File: src/rtl/alu_pkg.sv
// Shared types and operation-decode helpers for the execute-stage ALU and
// the iterative multiply/divide unit.
package alu_pkg;

  typedef enum logic [2:0] {
    MUL    = 3'd0,
    MULH   = 3'd1,
    MULHSU = 3'd2,
    MULHU  = 3'd3,
    DIV    = 3'd4,
    DIVU   = 3'd5,
    REM    = 3'd6,
    REMU   = 3'd7
  } muldiv_op_t;

  typedef enum logic [1:0] {
    IDLE,
    CALC,
    FIX,
    DONE
  } muldiv_state_t;

  function automatic logic op_is_div(muldiv_op_t op);
    return op[2];
  endfunction

  function automatic logic op_is_rem(muldiv_op_t op);
    return op[2] & op[1];
  endfunction

  function automatic logic a_signed(muldiv_op_t op);
    return (op == MUL) || (op == MULH) || (op == MULHSU) || (op == DIV) || (op == REM);
  endfunction

  function automatic logic b_signed(muldiv_op_t op);
    return (op == MUL) || (op == MULH) || (op == DIV) || (op == REM);
  endfunction

endpackage

File: src/rtl/muldiv_core_step.sv
// One iteration of the shared datapath: a shift-add multiply step or a
// restoring trial-subtract divide step over the {hi, lo} register pair.
module muldiv_core_step #(
  parameter int WIDTH = 32
) (
  input  logic             is_div,
  input  logic [WIDTH-1:0] hi,
  input  logic [WIDTH-1:0] lo,
  input  logic [WIDTH-1:0] b,
  output logic [WIDTH-1:0] hi_nxt,
  output logic [WIDTH-1:0] lo_nxt
);

  logic [WIDTH:0]   sum;
  logic [WIDTH:0]   shifted;
  logic [WIDTH+1:0] diff;

  // The partial remainder always stays below the divisor, so hi never needs
  // more than WIDTH bits; the WIDTH+1-bit trial value lives only in shifted.
  always_comb begin
    sum     = {1'b0, hi} + (lo[0] ? {1'b0, b} : '0);
    shifted = {hi, lo[WIDTH-1]};
    diff    = {1'b0, shifted} - {2'b00, b};
    if (is_div) begin
      hi_nxt = diff[WIDTH+1] ? shifted[WIDTH-1:0] : diff[WIDTH-1:0];
      lo_nxt = {lo[WIDTH-2:0], ~diff[WIDTH+1]};
    end else begin
      hi_nxt = sum[WIDTH:1];
      lo_nxt = {sum[0], lo[WIDTH-1:1]};
    end
  end

endmodule

File: src/rtl/muldiv_unit.sv
// Iterative RV32M multiply/divide unit: one bit per cycle on magnitudes,
// sign fix-up at the end, start/ready handshake with flush.
//
// state | meaning
// IDLE  | ready for start; latches op/operands, resolves divide special cases
// CALC  | WIDTH iterations of shift-add or restoring subtract
// FIX   | sign correction and result select, result registered
// DONE  | result_valid pulse, back to IDLE
module muldiv_unit
  import alu_pkg::*;
#(
  parameter  int WIDTH = 32,
  localparam int CNT_W = $clog2(WIDTH + 1)
) (
  input  logic             clk,
  input  logic             rst,
  input  logic             start,
  input  muldiv_op_t       op,
  input  logic [WIDTH-1:0] operand_a,
  input  logic [WIDTH-1:0] operand_b,
  input  logic             flush,
  output logic             ready,
  output logic             busy,
  output logic             result_valid,
  output logic [WIDTH-1:0] result,
  output logic             zero_flag
);

  muldiv_state_t    state_q, state_d;
  muldiv_op_t       op_q;
  logic [WIDTH-1:0] hi_q, lo_q, b_q;
  logic             neg_res_q, neg_rem_q;
  logic [CNT_W-1:0] cnt_q;
  logic [WIDTH-1:0] result_q;
  logic             zero_q;

  logic             accept;
  logic             a_neg, b_neg;
  logic [WIDTH-1:0] a_mag, b_mag;
  logic             div_zero, div_ovf, special;
  logic [WIDTH-1:0] special_res;
  logic [WIDTH-1:0] hi_nxt, lo_nxt;
  logic [2*WIDTH-1:0] prod, prod_s;
  logic [WIDTH-1:0] quo_s, rem_s, fix_res;

  always_comb begin
    a_neg    = a_signed(op) & operand_a[WIDTH-1];
    b_neg    = b_signed(op) & operand_b[WIDTH-1];
    a_mag    = a_neg ? -operand_a : operand_a;
    b_mag    = b_neg ? -operand_b : operand_b;
    div_zero = op_is_div(op) && (operand_b == '0);
    div_ovf  = ((op == DIV) || (op == REM)) &&
               (operand_a == {1'b1, {(WIDTH-1){1'b0}}}) && (operand_b == '1);
    special  = div_zero | div_ovf;
    if (div_zero) special_res = op_is_rem(op) ? operand_a : '1;
    else          special_res = (op == DIV) ? operand_a : '0;
  end

  muldiv_core_step #(.WIDTH(WIDTH)) u_step (
    .is_div (op_is_div(op_q)),
    .hi     (hi_q),
    .lo     (lo_q),
    .b      (b_q),
    .hi_nxt (hi_nxt),
    .lo_nxt (lo_nxt)
  );

  always_comb begin
    prod   = {hi_q, lo_q};
    prod_s = neg_res_q ? -prod : prod;
    quo_s  = neg_res_q ? -lo_q : lo_q;
    rem_s  = neg_rem_q ? -hi_q : hi_q;
    case (op_q)
      MUL:                 fix_res = prod_s[WIDTH-1:0];
      MULH, MULHSU, MULHU: fix_res = prod_s[2*WIDTH-1:WIDTH];
      DIV, DIVU:           fix_res = quo_s;
      default:             fix_res = rem_s;
    endcase
  end

  always_comb begin
    state_d = state_q;
    accept  = 1'b0;
    case (state_q)
      IDLE: if (start && !flush) begin
        accept  = 1'b1;
        state_d = special ? DONE : CALC;
      end
      CALC: if (flush) state_d = IDLE;
            else if (cnt_q == CNT_W'(WIDTH - 1)) state_d = FIX;
      FIX:  state_d = flush ? IDLE : DONE;
      DONE: state_d = IDLE;
      default: state_d = IDLE;
    endcase
    ready        = (state_q == IDLE);
    busy         = ~ready;
    result_valid = (state_q == DONE) && !flush;
  end

  always_ff @(posedge clk) begin
    if (rst) state_q <= IDLE;
    else     state_q <= state_d;
  end

  always_ff @(posedge clk) begin
    if (rst) begin
      op_q      <= MUL;
      hi_q      <= '0;
      lo_q      <= '0;
      b_q       <= '0;
      neg_res_q <= 1'b0;
      neg_rem_q <= 1'b0;
      cnt_q     <= '0;
      result_q  <= '0;
      zero_q    <= 1'b1;
    end else if (accept) begin
      op_q      <= op;
      hi_q      <= '0;
      lo_q      <= a_mag;
      b_q       <= b_mag;
      neg_res_q <= a_neg ^ b_neg;
      neg_rem_q <= a_neg;
      cnt_q     <= '0;
      if (special) begin
        result_q <= special_res;
        zero_q   <= (special_res == '0);
      end
    end else if (state_q == CALC) begin
      hi_q  <= hi_nxt;
      lo_q  <= lo_nxt;
      cnt_q <= cnt_q + CNT_W'(1);
    end else if (state_q == FIX && !flush) begin
      result_q <= fix_res;
      zero_q   <= (fix_res == '0);
    end
  end

  assign result    = result_q;
  assign zero_flag = zero_q;

endmodule

File: config.mk
export PLATFORM = sky130hd
export DESIGN_NAME = muldiv_unit
export DESIGN_NICKNAME = d
export VERILOG_FILES = /design/src/rtl/alu_pkg.sv /design/src/rtl/muldiv_core_step.sv /design/src/rtl/muldiv_unit.sv
export SDC_FILE = /design/constraint.sdc
export NUM_CORES = 1
export LEC_CHECK = 0
export ABC_AREA = 1
export CORE_AREA = 4 4 164 229
export CTS_BUF_LIST = sky130_fd_sc_hd__clkbuf_8
export CTS_CLUSTER_DIAMETER = 150
export DETAILED_ROUTE_END_ITERATION = 12
export DIE_AREA = 0 0 168 233
export HOLD_SLACK_MARGIN = 0.02
export REMOVE_ABC_BUFFERS = 1
export SLEW_MARGIN = 40
export SYNTH_ARGS = -nofsm -noshare
export SYNTH_HDL_FRONTEND = slang
export SYNTH_SLANG_ARGS = --single-unit
File: constraint.sdc
create_clock -name clk -period 3.6 [get_ports clk]
set_clock_uncertainty 0.05 [all_clocks]
set_input_delay 0.54 -clock clk [delete_from_list [all_inputs] [get_ports clk]]
set_output_delay 0.54 -clock clk [all_outputs]
set_load 0.03 [all_outputs]
==> metrics.cfg <==
[yosys]
seq_area_frac_synth_pct = 18.0
ys_types = 56
ys_ff_latch = 142
synthAdderAreaFrac_pct = 5.80
ys_async_sr_fraction_pct = 0
synth_edf_count = 0
synth_warnings = 0
synth_top_family_by_area = simple AND/OR/NAND/NOR gates
synth_compound_gate_area_share_pct = 23.4
yosys-mux-area-fraction_pct = 0
synth_area_per_cell_um2 = 5.65
netlist_area_um2 = 15800
yosys.area_share.simple_pct = 38.1
synth_xor_area_share_pct = 3.83
synthFlopType = dfxtp_1
syn_inst = 2794

[timing]
layout_worst_path_cycle_share_pct = 91.4
hold_violations = 0
rsz0062_at_grt = no
hold_slack_ps = 417
setup_viol = 0
fmax_mhz = 304
worst_pin_slew_ps = 795
fin_crit_ps = 3290
slew_violations = 0
relSlewSlack_pct = 46.5

[floorplan]
start_util_pct = 44.4
rows = 82
die_x_um = 168
dieArea_um2 = 39100
fp.dieH_um = 233
core_area_um2 = 35600
io_pins = 107

[drt]
drtPass1Iterations = 6
post_drt_wl_per_cell_um = 22.3
vias = 19800
drc = 0
drt_iter0_markers = 1566
drt_wl_total_um = 75900
viasPerCell = 5.83
ant_nets = 0

[clocking]
cts_hold_buf = 0
ctsLongestPathBuffers = 2
clk_latency_ps = 520
h-tree-depth = 4
cts_buffers = 17
cts_tree = built
clk_pin_slew_ps = 100
clock-sinks = 142
ctsResizeCount = 0
cts_root_buf = clkbuf_8
cts_setup_buffers = 0

[layout]
fin_area_um2 = 18400
layout-drive-gt1-share_pct = 7.58
fin_nets = 3073
multi_input_area_um2 = 11200
antenna_cells = 0
final_cells = 3404
syn2layout_area_growth_pct = 16.6
ff_latch_area_um2 = 2850
fillers = 3825

[job]
drv_cap = 0

[critical_path]
worst-setup-path-type = reg -> reg
path_delay_family = simple AND/OR/NAND/NOR gates
start_kind = flop
cp.required_ps = 4020
cp_slowest_cell = nor2_1
crit_arrival_ps = 3710
endpoint_kind = flop
crit_path_max_incr_delay_ps = 490
path_buf_inv = 1
worstPathCellList = buf_4 -> nor2_1 -> nand2_1 -> nor2_1 -> nand4_1 -> a21oi_1 -> nand2_1 -> nand2_1 -> nor2_1 -> nor2_1 -> nand2_1 -> nor2_1 -> nand2_1 -> nor2_1 -> nand2_1 -> nand2_1 -> nand2_1 -> nand2_1
crit_top_cell = nand2_1
crit_path_max_fanout = 5

[global_routing]
grt-ovfl-total = 0
antenna_found_initial = 0
grt_usage_pct = 37.7
grt_pass1_wl_um = 113000
grt_max_degree = 67
grt_pass1_vias = 19400

[pwr]
power_density_nw_per_um2 = 298
irDropWorstVdd_v = 0.000204
p_leak_uw = 0.00864

[placement]
numPortBuffers = 106
place_inst = 3373
dpl.hpwl_um = 61900
place_congestion = 1.09
placed_area_um2 = 18000

[hold_path]
hold_path.class = reg -> reg

[outcome]
outcome = finished clean

report_power, final:
part           internal (µW)  switching [µW]  total [µW]
combinational            697            1550        2240
sequential              1640            91.0        1730
clock                    753             762        1520
worst reg2reg max path: stages (launching register included):
cell and delay [ps]:
dfxtp_1 350, buf_4 190, nor2_1 490, nand2_1 200, nor2_1 260, nand4_1 320
a21oi_1 270, nand2_1 70, nand2_1 60, nor2_1 50, nor2_1 350, nand2_1 90
nor2_1 100, nand2_1 60, nor2_1 100, nand2_1 60, nand2_1 50, nand2_1 50
nand2_1 60
Yosys cell counts, drive strengths merged (52+ instances only):
master	number	share of area, %
nand2	665	16
nor2	351	8.6
inv	333	7.9
o21ai	253	8.0
a21oi	250	7.9
nand3	222	7.0
dfxtp	142	18
clkbuf	79	1.9
ha	70	5.5
nor3	60	2.2
nand4	58	2.3
xor2	52	2.9
registers in the layout, summed over array words and instances (netlist names):
| register | flops |
|---|---|
| cnt_q | 6 |
| hi_q | 32 |
| zero_flag | 1 |
| lo_q | 32 |
| neg_rem_q | 1 |
| b_q | 32 |
| op_q | 3 |
| state_q | 2 |
| neg_res_q | 1 |
| result | 32 |
cells by family (layout without fill, tap and decap cells):
| kind of cell | Yosys count | after routing |
|---|---|---|
| AO/OA/AOI/OAI | 660 | 660 |
| XOR/XNOR | 69 | 69 |
| adder cells (fa/ha/maj) | 72 | 72 |
| buffers and inverters | 448 | 596 |
| flip-flops | 142 | 142 |
| AND/OR/NAND/NOR | 1403 | 1403 |
final cells by class:
cell class	count	share of cell area, %
Timing Repair Buffer	229	11.2
Sequential cell	142	15.4
Clock buffer	17	1.27
Tap cell	462	3.14
Multi-Input combinational cell	2204	61.1
Inverter	336	6.86
Clock inverter	14	1.05
cell usage in the layout, fill, tap and decap left out, types with 10 or more instances in the layout:
cell             netlist  routed
a21o_1                10      10
a21oi_1              250     249
a31oi_1               20      20
buf_4                  2     117
clkbuf_8               0      17
clkdlybuf4s50_1        0     105
dfxtp_1              142     140
ha_1                  70      70
inv_1                311     311
inv_2                 22      22
nand2_1              660     660
nand3_1              222     221
nand4_1               57      57
nor2_1               339     338
nor3_1                52      51
nor4_1                19      19
o2111ai_1             12      12
o211ai_1              37      37
o21ai_0              223     223
o21ai_1               29      28
o21bai_1              14      14
o22ai_1               24      24
or2_2                 10      10
xnor2_1               17      17
xor2_1                52      52
metrics by stage:
stage               worst slack, ps  TNS [ps]  power [µW]  util [%]
floorplan                      -687    -69660        2960         -
global placement               99.3         0        3930      50.5
detailed placement             61.9         0        3940      50.5
CTS                             397         0        5430      51.7
global route                    134         0        5730      51.7
finish                          310         0        5490      51.7
routing by layer:
| layer | global-route usage [%] | wire length, µm | vias to the layer above |
|---|---|---|---|
| li1 | - | - | 9627 |
| met3 | 4.47 | 3910 | 321 |
| met4 | 36.3 | 8600 | 0 |
| met1 | 37.3 | 26300 | 9019 |
| met5 | 0 | 0 | - |
| met2 | 67.1 | 37100 | 874 |
worst paths after layout:
kind | from | to | slack [ps] | depth (start not counted)
setup / recovery | lo_q[31] | zero_flag | 310 | 18
hold reg to reg | result[24] | result[24] | 420 | 2
setup reg to reg | lo_q[31] | zero_flag | 310 | 18
hold / removal | result[24] | result[24] | 420 | 2
Note: power is estimated with default switching activity, not from simulation.
